File: config.mk
export PLATFORM = sky130hd
export DESIGN_NAME = sram_1rw1r_port_arbiter
export DESIGN_NICKNAME = d
export VERILOG_FILES = /design/src/rtl/sram_ctrl_pkg.sv /design/src/rtl/sram_rr_arb2.sv /design/src/rtl/sram_1rw1r_port_arbiter.sv
export SDC_FILE = /design/constraint.sdc
export NUM_CORES = 1
export LEC_CHECK = 0
export ABC_AREA = 1
export BUFFER_PORTS_ARGS = -buffer_cell sky130_fd_sc_hd__buf_2
export CAP_MARGIN = 20
export CORE_AREA = 2 2 443 445
export CTS_CLUSTER_DIAMETER = 80
export DETAILED_ROUTE_END_ITERATION = 7
export DIE_AREA = 0 0 445 447
export PLACE_DENSITY = 0.3
export RECOVER_POWER = 100
export SYNTH_ARGS = -nofsm -noshare
export SYNTH_HDL_FRONTEND = slang
export SYNTH_SLANG_ARGS = --single-unit
File: constraint.sdc
create_clock -name clk -period 1.81 [get_ports clk]
set_input_delay 0.181 -clock clk [delete_from_list [all_inputs] [get_ports clk]]
set_output_delay 0.181 -clock clk [all_outputs]
set_load 0.02 [all_outputs]
File: src/rtl/sram_ctrl_pkg.sv
// Shared types and default geometry for the 1RW+1R SRAM port controller.
package sram_ctrl_pkg;

    localparam int SRAM_DATA_WIDTH = 128;
    localparam int SRAM_ADDR_WIDTH = 8;
    localparam int SRAM_NUM_WMASKS = 16;

    typedef enum logic {
        REQ0 = 1'b0,
        REQ1 = 1'b1
    } req_id_t;

    typedef struct packed {
        logic    valid;
        req_id_t id;
    } rd_pipe_t;

endpackage

File: src/rtl/sram_rr_arb2.sv
// Two-way round-robin arbiter; the priority pointer moves to the loser after every grant.
module sram_rr_arb2
    import sram_ctrl_pkg::*;
(
    input  logic clk,
    input  logic rst,
    input  logic valid0,
    input  logic valid1,
    output logic gnt0,
    output logic gnt1
);

    req_id_t prio_r;
    req_id_t prio_next_s;
    logic    gnt0_s;
    logic    gnt1_s;

    // Grant selection; no grant is issued while reset is held.
    always_comb begin
        gnt0_s      = 1'b0;
        gnt1_s      = 1'b0;
        prio_next_s = prio_r;
        if (rst) begin
            prio_next_s = REQ0;
        end else if (valid0 && (!valid1 || (prio_r == REQ0))) begin
            gnt0_s      = 1'b1;
            prio_next_s = REQ1;
        end else if (valid1) begin
            gnt1_s      = 1'b1;
            prio_next_s = REQ0;
        end else begin
            prio_next_s = prio_r;
        end
    end

    // Priority pointer register.
    always_ff @(posedge clk) begin
        if (rst) begin
            prio_r <= REQ0;
        end else begin
            prio_r <= prio_next_s;
        end
    end

    assign gnt0 = gnt0_s;
    assign gnt1 = gnt1_s;

endmodule

File: src/rtl/sram_1rw1r_port_arbiter.sv
// Shares a 1RW+1R SRAM macro: two arbitrated requesters on port 0, a dedicated reader on port 1.
module sram_1rw1r_port_arbiter
    import sram_ctrl_pkg::*;
#(
    parameter int DATA_WIDTH = sram_ctrl_pkg::SRAM_DATA_WIDTH,
    parameter int ADDR_WIDTH = sram_ctrl_pkg::SRAM_ADDR_WIDTH,
    parameter int NUM_WMASKS = sram_ctrl_pkg::SRAM_NUM_WMASKS
) (
    input  logic                  clk,
    input  logic                  rst,
    input  logic                  req0_valid,
    output logic                  req0_ready,
    input  logic                  req0_we,
    input  logic [ADDR_WIDTH-1:0] req0_addr,
    input  logic [DATA_WIDTH-1:0] req0_wdata,
    input  logic [NUM_WMASKS-1:0] req0_wmask,
    input  logic                  req1_valid,
    output logic                  req1_ready,
    input  logic                  req1_we,
    input  logic [ADDR_WIDTH-1:0] req1_addr,
    input  logic [DATA_WIDTH-1:0] req1_wdata,
    input  logic [NUM_WMASKS-1:0] req1_wmask,
    output logic                  rsp0_valid,
    output logic [DATA_WIDTH-1:0] rsp0_rdata,
    output logic                  rsp1_valid,
    output logic [DATA_WIDTH-1:0] rsp1_rdata,
    input  logic                  rd_valid,
    output logic                  rd_ready,
    input  logic [ADDR_WIDTH-1:0] rd_addr,
    output logic                  rd_rsp_valid,
    output logic [DATA_WIDTH-1:0] rd_rsp_rdata,
    output logic                  sram_csb0,
    output logic                  sram_web0,
    output logic [NUM_WMASKS-1:0] sram_wmask0,
    output logic [ADDR_WIDTH-1:0] sram_addr0,
    output logic [DATA_WIDTH-1:0] sram_din0,
    input  logic [DATA_WIDTH-1:0] sram_dout0,
    output logic                  sram_csb1,
    output logic [ADDR_WIDTH-1:0] sram_addr1,
    input  logic [DATA_WIDTH-1:0] sram_dout1
);

    logic                  gnt0_s, gnt1_s, gnt_any_s;
    logic                  sel_we_s;
    logic [ADDR_WIDTH-1:0] sel_addr_s;
    logic [DATA_WIDTH-1:0] sel_wdata_s;
    logic [NUM_WMASKS-1:0] sel_wmask_s;
    logic                  collision_s, rd_accept_s;
    rd_pipe_t              pipe_next_s, pipe_r;

    logic                  web0_r;
    logic [ADDR_WIDTH-1:0] addr0_r;
    logic [DATA_WIDTH-1:0] din0_r;
    logic [NUM_WMASKS-1:0] wmask0_r;

    logic                  rsp0_valid_r, rsp1_valid_r, rd_p0_r, rd_rsp_valid_r;
    logic [DATA_WIDTH-1:0] rsp0_rdata_r, rsp1_rdata_r, rd_rsp_rdata_r;

    sram_rr_arb2 u_arb (
        .clk    (clk),
        .rst    (rst),
        .valid0 (req0_valid),
        .valid1 (req1_valid),
        .gnt0   (gnt0_s),
        .gnt1   (gnt1_s)
    );

    assign gnt_any_s  = gnt0_s | gnt1_s;
    assign req0_ready = gnt0_s;
    assign req1_ready = gnt1_s;

    // Issue mux and collision check for the granted port-0 request.
    always_comb begin
        sel_we_s    = 1'b0;
        sel_addr_s  = '0;
        sel_wdata_s = '0;
        sel_wmask_s = '0;
        if (gnt1_s) begin
            sel_we_s    = req1_we;
            sel_addr_s  = req1_addr;
            sel_wdata_s = req1_wdata;
            sel_wmask_s = req1_wmask;
        end else begin
            sel_we_s    = req0_we;
            sel_addr_s  = req0_addr;
            sel_wdata_s = req0_wdata;
            sel_wmask_s = req0_wmask;
        end
        collision_s       = gnt_any_s && sel_we_s && (|sel_wmask_s) && (sel_addr_s == rd_addr);
        pipe_next_s.valid = gnt_any_s && !sel_we_s;
        pipe_next_s.id    = gnt1_s ? REQ1 : REQ0;
    end

    // Last issued port-0 pin values, replayed while idle so the macro pins stay quiet.
    always_ff @(posedge clk) begin
        if (rst) begin
            web0_r   <= 1'b1;
            addr0_r  <= '0;
            din0_r   <= '0;
            wmask0_r <= '0;
        end else if (gnt_any_s) begin
            web0_r   <= ~sel_we_s;
            addr0_r  <= sel_addr_s;
            din0_r   <= sel_wdata_s;
            wmask0_r <= sel_wmask_s;
        end
    end

    assign sram_csb0   = ~gnt_any_s;
    assign sram_web0   = gnt_any_s ? ~sel_we_s   : web0_r;
    assign sram_addr0  = gnt_any_s ? sel_addr_s  : addr0_r;
    assign sram_din0   = gnt_any_s ? sel_wdata_s : din0_r;
    assign sram_wmask0 = gnt_any_s ? sel_wmask_s : wmask0_r;

    // The reader stalls one cycle behind a same-address write so it sees the new data.
    assign rd_ready    = ~rst & ~collision_s;
    assign rd_accept_s = rd_valid & rd_ready;
    assign sram_csb1   = ~rd_accept_s;
    assign sram_addr1  = rd_addr;

    // Read pipelines and response registers; macro data is captured one cycle after issue.
    always_ff @(posedge clk) begin
        if (rst) begin
            pipe_r         <= '0;
            rsp0_valid_r   <= 1'b0;
            rsp1_valid_r   <= 1'b0;
            rsp0_rdata_r   <= '0;
            rsp1_rdata_r   <= '0;
            rd_p0_r        <= 1'b0;
            rd_rsp_valid_r <= 1'b0;
            rd_rsp_rdata_r <= '0;
        end else begin
            pipe_r         <= pipe_next_s;
            rsp0_valid_r   <= pipe_r.valid && (pipe_r.id == REQ0);
            rsp1_valid_r   <= pipe_r.valid && (pipe_r.id == REQ1);
            if (pipe_r.valid && (pipe_r.id == REQ0)) rsp0_rdata_r <= sram_dout0;
            if (pipe_r.valid && (pipe_r.id == REQ1)) rsp1_rdata_r <= sram_dout0;
            rd_p0_r        <= rd_accept_s;
            rd_rsp_valid_r <= rd_p0_r;
            if (rd_p0_r) rd_rsp_rdata_r <= sram_dout1;
        end
    end

    assign rsp0_valid   = rsp0_valid_r;
    assign rsp1_valid   = rsp1_valid_r;
    assign rsp0_rdata   = rsp0_rdata_r;
    assign rsp1_rdata   = rsp1_rdata_r;
    assign rd_rsp_valid = rd_rsp_valid_r;
    assign rd_rsp_rdata = rd_rsp_rdata_r;

endmodule
==> metrics.txt, run 1 <==
number of clock sinks=544; violated checks=hold timing, setup timing; clock slew at the register clock pins of the worst setup and hold paths=0.06 ns; top-level I/O count=1,128; overall via count from detail_route=27,100; max cap viols=0; time the final worst path needs with I/O delays and setup=2.66 ns; period utilization=147%; share of layout cells above drive strength 1=34.1%; highest achievable clock rate=0.376 GHz; share of the synthesized area in the top cell type=51.8%; Worst Slack Setup Final=-0.850 ns; power per standard cell area=879 nW/um^2; wire length of the first global-routing pass=191,000 um; gr ovfl total=0; area growth from synthesis to layout=106%; DRC violation count after routing=0; nets=5,488; result of the run=complete, but fails checks; setup slack at placement=-0.304 ns; startpoint type of the worst setup path=register; most common cell after layout, fill and taps aside=sky130_fd_sc_hd__nor2_1; pin slew with the least headroom to its limit=0.901 ns; width of the die=445 um; Setup Skew=0.0491 ns; total of buffers placed on input and output ports=1,127; TritonCTS clock tree=yes; Post-DRT Antenna Nets=0; area of the placeable core=194,000 um^2; worst skew pair latency=0.72 ns; number of antenna violations at the first check in global routing=18; average wire per standard cell=18.8 um; Clock Tree Buf Depth=3; Max-Slew Margin vs Limit=39.6%; Hold Violations, Final=1; total die area=199,000 um^2; vias in the first global route=26,600; commonest non-fill, non-tap cells in the layout=945 x sky130_fd_sc_hd__nor2_1, 601 x sky130_fd_sc_hd__buf_2, 542 x sky130_fd_sc_hd__dfxtp_1; Final Max Tran Viols=0; number of distinct standard cells referenced by the synthesized netlist=24; instance count of the mapped netlist=2,950; Hold WC Path Type=in2reg; hold slack=-0.0401 ns; required arrival time at the worst endpoint=2.46 ns; maximum number of pins on one net before global-route repair=129; static leakage power=19.0 nW; peak ir drop on the vdd network=0.000601 V; post-detailed-routing wire length=142,000 um; unrepaired setup endpoints after global routing=true; number of levels in the clock H-tree=3; number of clock buffers inserted by TritonCTS=80; total global routing track utilization=13.2%; Critical Path Sink Type=register; post-synthesis net count=3,525; drt via density=3.61; first-pass detailed-route iteration total=5; hpwl dp=106,000 um; cell types occupying the most area after synthesis=sky130_fd_sc_hd__dfxtp_1 52%, sky130_fd_sc_hd__nor2_1 19%, sky130_fd_sc_hd__o21ai_0 10%; type of the worst setup path=reg2reg; mean instance size in the synthesized netlist=7.13 um^2; height of the die=447 um; Yosys reg bits=544; register area share after synthesis=51.8%; YS warnings=0; cell at the root of the clock tree=sky130_fd_sc_hd__clkbuf_16; summed negative setup slack over all endpoints=-154.07 ns; Initial DRC Count=1,316; CP Max Fanout=6; WP data arrival=3.31 ns; effective utilization at floorplan=10.8%; global placement routability congestion=0.869; count of standard-cell rows=162; # setup viols final=373; post-synthesis instance area=21,000 um^2; largest area contributor in the netlist=sky130_fd_sc_hd__dfxtp_1
sequential cells by signal, summed over array words and instances, names as in the netlist, 2 cells and up:
register	count
din0_r	128
rd_rsp_rdata	128
rsp0_rdata	128
rsp1_rdata	128
wmask0_r	16
addr0_r	8
pipe_r	2
metrics by stage:
stage	hold slack [ns]	total power, mW	utilization (%)	instances	area, um^2
2_1_floorplan	0.285	16.3	-	2950	21000
3_3_place_gp	0.402	20.2	16.6	6770	32300
3_5_place_dp	0.407	20.2	16.6	6770	32300
4_1_cts	-0.0991	38.0	21.1	7444	41100
5_1_grt	-0.0601	40.0	22.3	7516	43400
6_report	-0.0401	38.2	22.4	7517	43400
worst max-delay path, cell delays in order, from the launching register on:
cell and delay (ns):
sky130_fd_sc_hd__dfxtp_2 0.34, sky130_fd_sc_hd__inv_2 0.05, sky130_fd_sc_hd__nand2_4 0.09, sky130_fd_sc_hd__nand2_8 0.10
sky130_fd_sc_hd__buf_6 0.16, sky130_fd_sc_hd__buf_16 0.15, sky130_fd_sc_hd__nand2_4 0.06, sky130_fd_sc_hd__nand2_4 0.07
sky130_fd_sc_hd__nor2_4 0.10, sky130_fd_sc_hd__nand2_2 0.06, sky130_fd_sc_hd__nor2_1 0.08, sky130_fd_sc_hd__nand2_1 0.08
sky130_fd_sc_hd__nand3_2 0.12, sky130_fd_sc_hd__nand2_2 0.08, sky130_fd_sc_hd__buf_4 0.14, sky130_fd_sc_hd__buf_4 0.12
sky130_fd_sc_hd__buf_4 0.12, sky130_fd_sc_hd__buf_4 0.12, sky130_fd_sc_hd__buf_4 0.12, sky130_fd_sc_hd__buf_4 0.12
sky130_fd_sc_hd__buf_4 0.12, sky130_fd_sc_hd__buf_4 0.13, sky130_fd_sc_hd__nor2_4 0.07
cell families (layout without fill, tap and decap cells):
family                 count (synthesis)  in the layout  synth area share [%]
XOR/XNOR                               2              2                0.0833
other                                  0              4                     0
AO/OA/AOI/OAI                        668            668                  15.9
buffers and inverters                264           2285                  5.46
AND/OR/NAND/NOR                     1472           1472                  26.8
flip-flops                           544            544                  51.8
timing repair:
action	4_1_cts	5_1_grt
setup endpoints to repair	234	217
hold endpoints to repair	524	2
cloned	8	19
pin swaps	27	77
hold buffers	507	1
buffers inserted	19	56
resized for setup	255	645
layout make-up:
class	instances	area, um^2
sequential	544	10900
antenna	4	10.0
timing repair buffer	2099	15800
tap	2542	3180
fill	21900	151000
clock buffer	113	2250
multi-input combinational	2142	10700
timing repair inverter	3	42.5
clock inverter	27	375
inverter	43	215
path summary, 6_finish.rpt:
path                               endpoint     startpoint  slack [ns]  cells past startpoint
worst min-delay path            wmask0_r[0]  req0_wmask[0]       -0.04                      6
worst max register to register      rd_p0_r   u_arb.prio_r       -0.85                     22
worst min register to register   din0_r[68]     din0_r[68]        0.46                      2
worst max-delay path                rd_p0_r   u_arb.prio_r       -0.85                     22
where the power goes:
group / switching, mW / internal [mW]
clock network: 6.60 / 9.19
logic: 5.17 / 4.14
registers: 0.326 / 12.7
total: 12.1 / 26.1
cell usage after synthesis, drive strengths merged:
cell type	instances
nand2	366
inv	43
xor2	2
a31oi	2
nor2	1054
a21boi	1
a21oi	140
nand3b	2
dfxtp	544
o21ai	524
buf	65
nand3	50
clkbuf	156
o31ai	1
layer usage:
layer	share of wire, %	track usage (%)	vias up
li1	-	-	13400
met1	39	14.9	12600
met2	51	24.0	857
met3	5.3	3.08	249
met4	4.1	5.14	16
met5	0.072	0	-
No activity file was read; power rests on OpenSTA's default activity.
==> run 2, diff against run 1 <==
ABC_AREA = not set   (was 1)
CORE_AREA = 2 2 440 442   (was 2 2 443 445)
DIE_AREA = 0 0 442 444   (was 0 0 445 447)
HOLD_SLACK_MARGIN = 0.02   (was not set)
==> metrics.txt, run 2 <==
result of the run=complete, but fails checks; violated checks=setup timing; number of distinct standard cells referenced by the synthesized netlist=35 (+46%); CP Max Fanout=8 (+2); total global routing track utilization=14.9% (+1.7 points); slowest library cell on the worst path=sky130_fd_sc_hd__or3_4; instance count of the mapped netlist=2,602 (-12%); Worst Slack Setup Final=-0.966 ns (-0.115 ns); number of enable flip-flop cells after synthesis=0 (unchanged); global placement routability congestion=0.851 (-2.1%); Crit path max-delay family=simple AND/OR/NAND/NOR gates; count of standard-cell rows=161 (-0.62%); largest area contributor in the netlist=sky130_fd_sc_hd__dfxtp_1; peak ir drop on the vdd network=0.000670 V (+12%); nets=5,039 (-8.2%); WP data arrival=2.59 ns (-0.72 ns); Slowest Stage Delay on Critical Path=0.37 ns (+0.03 ns); cell-by-cell trace of the critical path=nand2b_4, and3_4, or3_4, a211oi_4, a41oi_2, buf_6, nand2_4, buf_6; post-synthesis net count=3,177 (-9.9%); most common cell after layout, fill and taps aside=sky130_fd_sc_hd__nand2_1; area after detailed placement=32,300 um^2 (+0.13%); Critical Path Most Common Cell=sky130_fd_sc_hd__buf_6; dominant cell by count in the synthesized netlist=sky130_fd_sc_hd__nand2_1; cell types with the highest counts after synthesis=811 x sky130_fd_sc_hd__nand2_1, 544 x sky130_fd_sc_hd__dfxtp_1, 278 x sky130_fd_sc_hd__nor2_1; maximum number of pins on one net before global-route repair=150 (+16%); top-level I/O count=1,128 (unchanged); period utilization=153% (+6.4 points); Max-Slew Margin vs Limit=26.9% (-13 points); YS warnings=0 (unchanged); DRC violation count after routing=0 (unchanged); share of the synthesized area in the top cell type=52.4% (+0.59 points); unrepaired setup endpoints after global routing=true; worst skew pair latency=0.71 ns (about the same); Final Max Tran Viols=0 (unchanged); highest achievable clock rate=0.360 GHz (-4.1%); overall via count from detail_route=25,600 (-5.6%); Setup Skew=0.0564 ns (+0.00735 ns); register area share after synthesis=52.4% (+0.59 points); total of buffers placed on input and output ports=1,127 (unchanged); TritonCTS clock tree=yes; Yosys reg bits=544 (unchanged); number of antenna violations at the first check in global routing=45 (+27); required arrival time at the worst endpoint=1.63 ns (-0.83 ns); area growth from synthesis to layout=112%; share of layout cells above drive strength 1=33.9% (-0.14 points); area of the placeable core=192,000 um^2 (-1.3%); summed negative setup slack over all endpoints=-131.23 ns (+22.85 ns); number of levels in the clock H-tree=3 (unchanged); cell types occupying the most area after synthesis=sky130_fd_sc_hd__dfxtp_1 52%, sky130_fd_sc_hd__nand2_1 15%, sky130_fd_sc_hd__mux2i_1 6.5%; static leakage power=17.6 nW (-7.0%); effective utilization at floorplan=10.9% (+0.023 points); commonest non-fill, non-tap cells in the layout=645 x sky130_fd_sc_hd__nand2_1, 585 x sky130_fd_sc_hd__buf_2, 542 x sky130_fd_sc_hd__dfxtp_1; power per standard cell area=841 nW/um^2 (-4.4%); vias in the first global route=25,600 (-3.6%); utilization after layout=23.0% (+0.63 points); drt via density=3.62 (+0.25%); average wire per standard cell=21.8 um (+16%); post-route non-filler standard cell count=7,075 (-5.9%); Worst Path Buf+Inv=2 (-9); cell at the root of the clock tree=sky130_fd_sc_hd__clkbuf_16; Critical Path Sink Type=output port; first-pass detailed-route iteration total=5 (unchanged); commonest register cell after synthesis=sky130_fd_sc_hd__dfxtp_1; number of clock buffers inserted by TritonCTS=76 (-5.0%); Clock Tree Buf Depth=3 (unchanged); wire length of the first global-routing pass=207,000 um (+8.5%); total die area=196,000 um^2 (-1.3%); Post-DRT Antenna Nets=0 (unchanged); proportion of register bits with asynchronous set or reset after synthesis=0% (unchanged); post-detailed-routing wire length=154,000 um (+9.1%); width of the die=442 um (-0.67%); type of the worst setup path=reg2out; gr ovfl total=0 (unchanged); height of the die=444 um (-0.67%); max cap viols=0 (unchanged); post-synthesis instance area=20,800 um^2 (-1.1%); mean instance size in the synthesized netlist=7.99 um^2 (+12%); hold slack=0.0543 ns (+0.0944 ns); Initial DRC Count=1,140 (-13%); number of clock sinks=544 (unchanged); Hold Violations, Final=0 (-1); hpwl dp=117,000 um (+11%); number of cells after detailed placement=6,274 (-7.3%); pin slew with the least headroom to its limit=1.10 ns (+0.196 ns); # setup viols final=305 (-18%); time the final worst path needs with I/O delays and setup=2.78 ns (+0.115 ns); final design instance area without fill=44,000 um^2 (+1.5%); clock slew at the register clock pins of the worst setup and hold paths=0.06 ns (about the same); startpoint type of the worst setup path=register; Hold WC Path Type=in2reg
## run 2: timing repair
| action | CTS | global route |
|---|---|---|
| endpoints found under the setup margin | 216 | 283 |
| cloned | 26 | 11 |
| endpoints found under the hold margin | 524 | 2 |
| buffers inserted | 51 | 48 |
| pin swaps | 71 | 100 |
| hold buffers | 516 | 1 |
| resized for setup | 402 | 382 |
## run 2: worst reg2reg max path: stages (launching register included)
cell,delay [ns]
sky130_fd_sc_hd__dfxtp_2,0.32
sky130_fd_sc_hd__nand2b_4,0.19
sky130_fd_sc_hd__nand2_4,0.20
sky130_fd_sc_hd__buf_4,0.24
sky130_fd_sc_hd__buf_12,0.34
sky130_fd_sc_hd__a31oi_4,0.17
sky130_fd_sc_hd__buf_4,0.16
sky130_fd_sc_hd__buf_4,0.12
sky130_fd_sc_hd__buf_4,0.11
sky130_fd_sc_hd__and2_1,0.14
## run 2: per-stage QoR
step / power, mW / setup slack (ns)
floorplan: 16.0 / -0.118
global placement: 19.3 / -0.440
detailed placement: 19.3 / -0.416
finish: 37.0 / -0.966
CTS: 37.2 / -1.08
global route: 38.7 / -1.07
## run 2: cell families (layout without fill, tap and decap cells)
kind of cell	Yosys count	in the layout	synth area share, %
AO/OA/AOI/OAI	433	433	11.6
XOR/XNOR	1	1	0.0421
buffers and inverters	211	2126	4.21
flip-flops	544	544	52.4
multiplexers	135	135	6.50
other	0	32	0
AND/OR/NAND/NOR	1278	1278	25.3
## run 2: cell type report
| cell class | count | area, um^2 |
|---|---|---|
| diodes | 32 | 80.1 |
| flip-flops and latches | 544 | 10900 |
| inverters | 5 | 30.0 |
| fillers | 21400 | 148000 |
| repair buffers | 1990 | 15400 |
| well taps | 2526 | 3160 |
| multi-input cells | 1847 | 12000 |
| clock inverters | 23 | 309 |
| clock buffers | 108 | 2190 |
## run 2: per-layer routing
layer	global-route usage, %	share of wire, %	vias up
met5	0	0.050	-
li1	-	-	12300
met4	4.81	3.0	12
met3	3.13	4.8	183
met2	26.1	50	736
met1	18.1	42	12300
## run 2: worst paths after layout
check	startpoint	endpoint	slack (ns)	depth (start not counted)
max	u_arb.prio_r	sram_csb1	-0.97	8
min	req1_addr[5]	addr0_r[5]	0.05	5
max reg2reg	u_arb.prio_r	din0_r[40]	-0.31	9
min reg2reg	rsp1_rdata[103]	rsp1_rdata[103]	0.45	2
## run 2: where the power goes
part / internal [mW] / leakage (nW) / switching, mW / total (mW)
registers: 12.6 / 4.44 / 0.288 / 12.9
clock network: 8.93 / 1.23 / 6.41 / 15.3
logic: 4.16 / 12.0 / 4.64 / 8.80
==> run 3, diff against run 2 <==
CTS_CLUSTER_SIZE = 30   (was not set)
REMOVE_ABC_BUFFERS = 1   (was not set)
==> metrics.txt, run 3 (synthesized netlist as in run 2, its figures left out) <==
result of the run=complete, but fails checks; violated checks=hold timing, setup timing; effective utilization at floorplan=10.9% (unchanged); Clock Tree Buf Depth=3 (unchanged); count of standard-cell rows=161 (unchanged); TritonCTS clock tree=yes; number of levels in the clock H-tree=2 (-1); share of layout cells above drive strength 1=41.2% (+7.3 points); Worst Path Buf+Inv=3 (+1); hpwl dp=116,000 um (-1.1%); highest achievable clock rate=0.359 GHz (-0.35%); most common cell after layout, fill and taps aside=sky130_fd_sc_hd__buf_2; maximum number of pins on one net before global-route repair=125 (-17%); wire length of the first global-routing pass=202,000 um (-2.7%); Worst Slack Setup Final=-0.975 ns (-0.00988 ns); width of the die=442 um (unchanged); overall via count from detail_route=25,700 (+0.32%); Slowest Stage Delay on Critical Path=0.34 ns (-0.03 ns); Net Switching=11.6 mW (+2.4%); filler instances=21,200 (-0.73%); pin slew with the least headroom to its limit=0.875 ns (-0.222 ns); WP data arrival=2.60 ns (about the same); Crit path max-delay family=simple AND/OR/NAND/NOR gates; proportion of power drawn by the clock network=40.0% (-1.5 points); global placement routability congestion=0.883 (+3.8%); slowest library cell on the worst path=sky130_fd_sc_hd__or3_4; area after detailed placement=30,800 um^2 (-4.8%); number of antenna violations at the first check in global routing=60 (+33%); unrepaired setup endpoints after global routing=true; first-pass detailed-route iteration total=4 (-1); Post-DRT Antenna Nets=0 (unchanged); utilization after layout=23.0% (about the same); type of the worst setup path=reg2out; area growth from synthesis to layout=112% (about the same); total global routing track utilization=14.5% (-0.45 points); gr ovfl total=0 (unchanged); drt via density=3.65 (+0.80%); relative contribution of sequential cells to total power=35.7% (+0.9 points); CP Max Fanout=3 (-5); cell at the root of the clock tree=sky130_fd_sc_hd__clkbuf_16; peak ir drop on the vdd network=0.000798 V (+19%); clock slew at the register clock pins of the worst setup and hold paths=0.07 ns (about the same); post-detailed-routing wire length=156,000 um (+1.3%); startpoint type of the worst setup path=register; Hold WC Path Type=in2reg; max cap viols=0 (unchanged); top-level I/O count=1,128 (unchanged); number of clock buffers inserted by TritonCTS=59 (-22%); static leakage power=18.7 nW (+6.1%); DRC violation count after routing=0 (unchanged); Hold Violations, Final=1 (+1); worst skew pair latency=0.74 ns (+0.03 ns); Critical Path Sink Type=output port; portion of total power attributed to combinational logic=24.3% (+0.5 points); Final Max Tran Viols=0 (unchanged); cell-by-cell trace of the critical path=nand2b_4, buf_6, and3_4, or3_4, a211oi_4, a41oi_4, buf_4, buf_2; average wire per standard cell=22.2 um (+1.8%); area of the placeable core=192,000 um^2 (unchanged); Initial DRC Count=1,240 (+8.8%); hold slack=-0.0672 ns (-0.121 ns); power per standard cell area=816 nW/um^2 (-2.9%); time the final worst path needs with I/O delays and setup=2.79 ns (+0.00988 ns); # setup viols final=201 (-34%); Max-Slew Margin vs Limit=41.7% (+15 points); internal power of the cells=24.3 mW (-5.2%); Setup Skew=0.0459 ns (-0.0106 ns); number of buffers inserted by hold repair at cts=537 (+4.1%); Net Sw Frac=32.3% (+1.7 points); vias in the first global route=24,700 (-3.4%); total of buffers placed on input and output ports=1,127 (unchanged); period utilization=154% (+0.55 points); total power of the final layout=35.9 mW (-2.9%); number of clock sinks=544 (unchanged); summed negative setup slack over all endpoints=-123.92 ns (+7.30 ns); final design instance area without fill=44,000 um^2 (about the same); height of the die=444 um (unchanged); total die area=196,000 um^2 (unchanged); nets=5,022 (-0.34%); commonest non-fill, non-tap cells in the layout=972 x sky130_fd_sc_hd__buf_2, 740 x sky130_fd_sc_hd__nand2_1, 542 x sky130_fd_sc_hd__dfxtp_1; required arrival time at the worst endpoint=1.63 ns (about the same)
==> run 3: cell types whose count changed in the layout (fill, tap and decap cells not counted), sizes merged <==
| cell | change |
|---|---|
| clkbuf | -432 |
| buf | +370 |
| dlygate4sd3 | +20 |
| inv | +17 |
| diode | -14 |
| bufinv | +5 |
| bufbuf | -3 |
| clkinv | +2 |
| clkinvlp | +1 |
==> run 3: worst paths after layout <==
| path | start | endpoint | slack (ns) | cells past startpoint |
|---|---|---|---|---|
| hold / removal | req1_addr[5] | addr0_r[5] | -0.07 | 4 |
| setup / recovery | u_arb.prio_r | rd_ready | -0.98 | 8 |
| setup reg to reg | u_arb.prio_r | din0_r[86] | -0.27 | 13 |
| hold reg to reg | rsp0_rdata[72] | rsp0_rdata[72] | 0.45 | 2 |
==> run 3: cell type report <==
type	instances	area [um^2]	share of cell area, %
Multi-Input combinational cell	1847	11500	26.1
Clock buffer	63	1530	3.48
Timing Repair Buffer	1990	16200	36.7
Clock inverter	48	708	1.61
Tap cell	2526	3160	7.18
Sequential cell	544	10900	24.8
Inverter	5	33.8	0.0767
Antenna cell	18	45.0	0.102
==> run 3: per-stage QoR <==
step / worst slack, ns / cells
global placement: -1.06 / 6238
global route: -1.13 / 7034
finish: -0.975 / 7041
detailed placement: -1.07 / 6238
CTS: -1.14 / 6911
floorplan: -7.72 / 2396
==> run 3: what timing repair did <==
| action | CTS | global route |
|---|---|---|
| gates cloned | 8 | 41 |
| gates resized for setup | 201 | 644 |
| endpoints found under the hold margin | 525 | 1 |
| endpoints found under the setup margin | 212 | 290 |
| setup buffers | 18 | 74 |
| pin swaps | 21 | 80 |
==> run 3: tightest hold or removal path, cell delays in order <==
cell,delay [ns]
sky130_fd_sc_hd__buf_2,0.09
sky130_fd_sc_hd__nand3_1,0.09
sky130_fd_sc_hd__o21ai_1,0.11
sky130_fd_sc_hd__and2_1,0.13
==> run 3: power by group through the flow <==
stage,combinational (mW),sequential (mW),clock (mW)
after global routing,9.23,12.9,15.4
after global placement,5.83,13.1,0
after floorplan,2.13,13.5,0
final,8.75,12.8,14.4
after detailed placement,5.81,13.1,0
after CTS,7.38,12.8,15.0
==> run 3: routing by layer <==
layer  part of all wire (%)  vias up  global-route usage, %
li1                       -    12200                      -
met5                  0.095        -                      0
met2                     52      822                   26.7
met4                    2.9       26                   3.87
met1                     39    12400                   16.5
met3                    5.5      209                   3.44
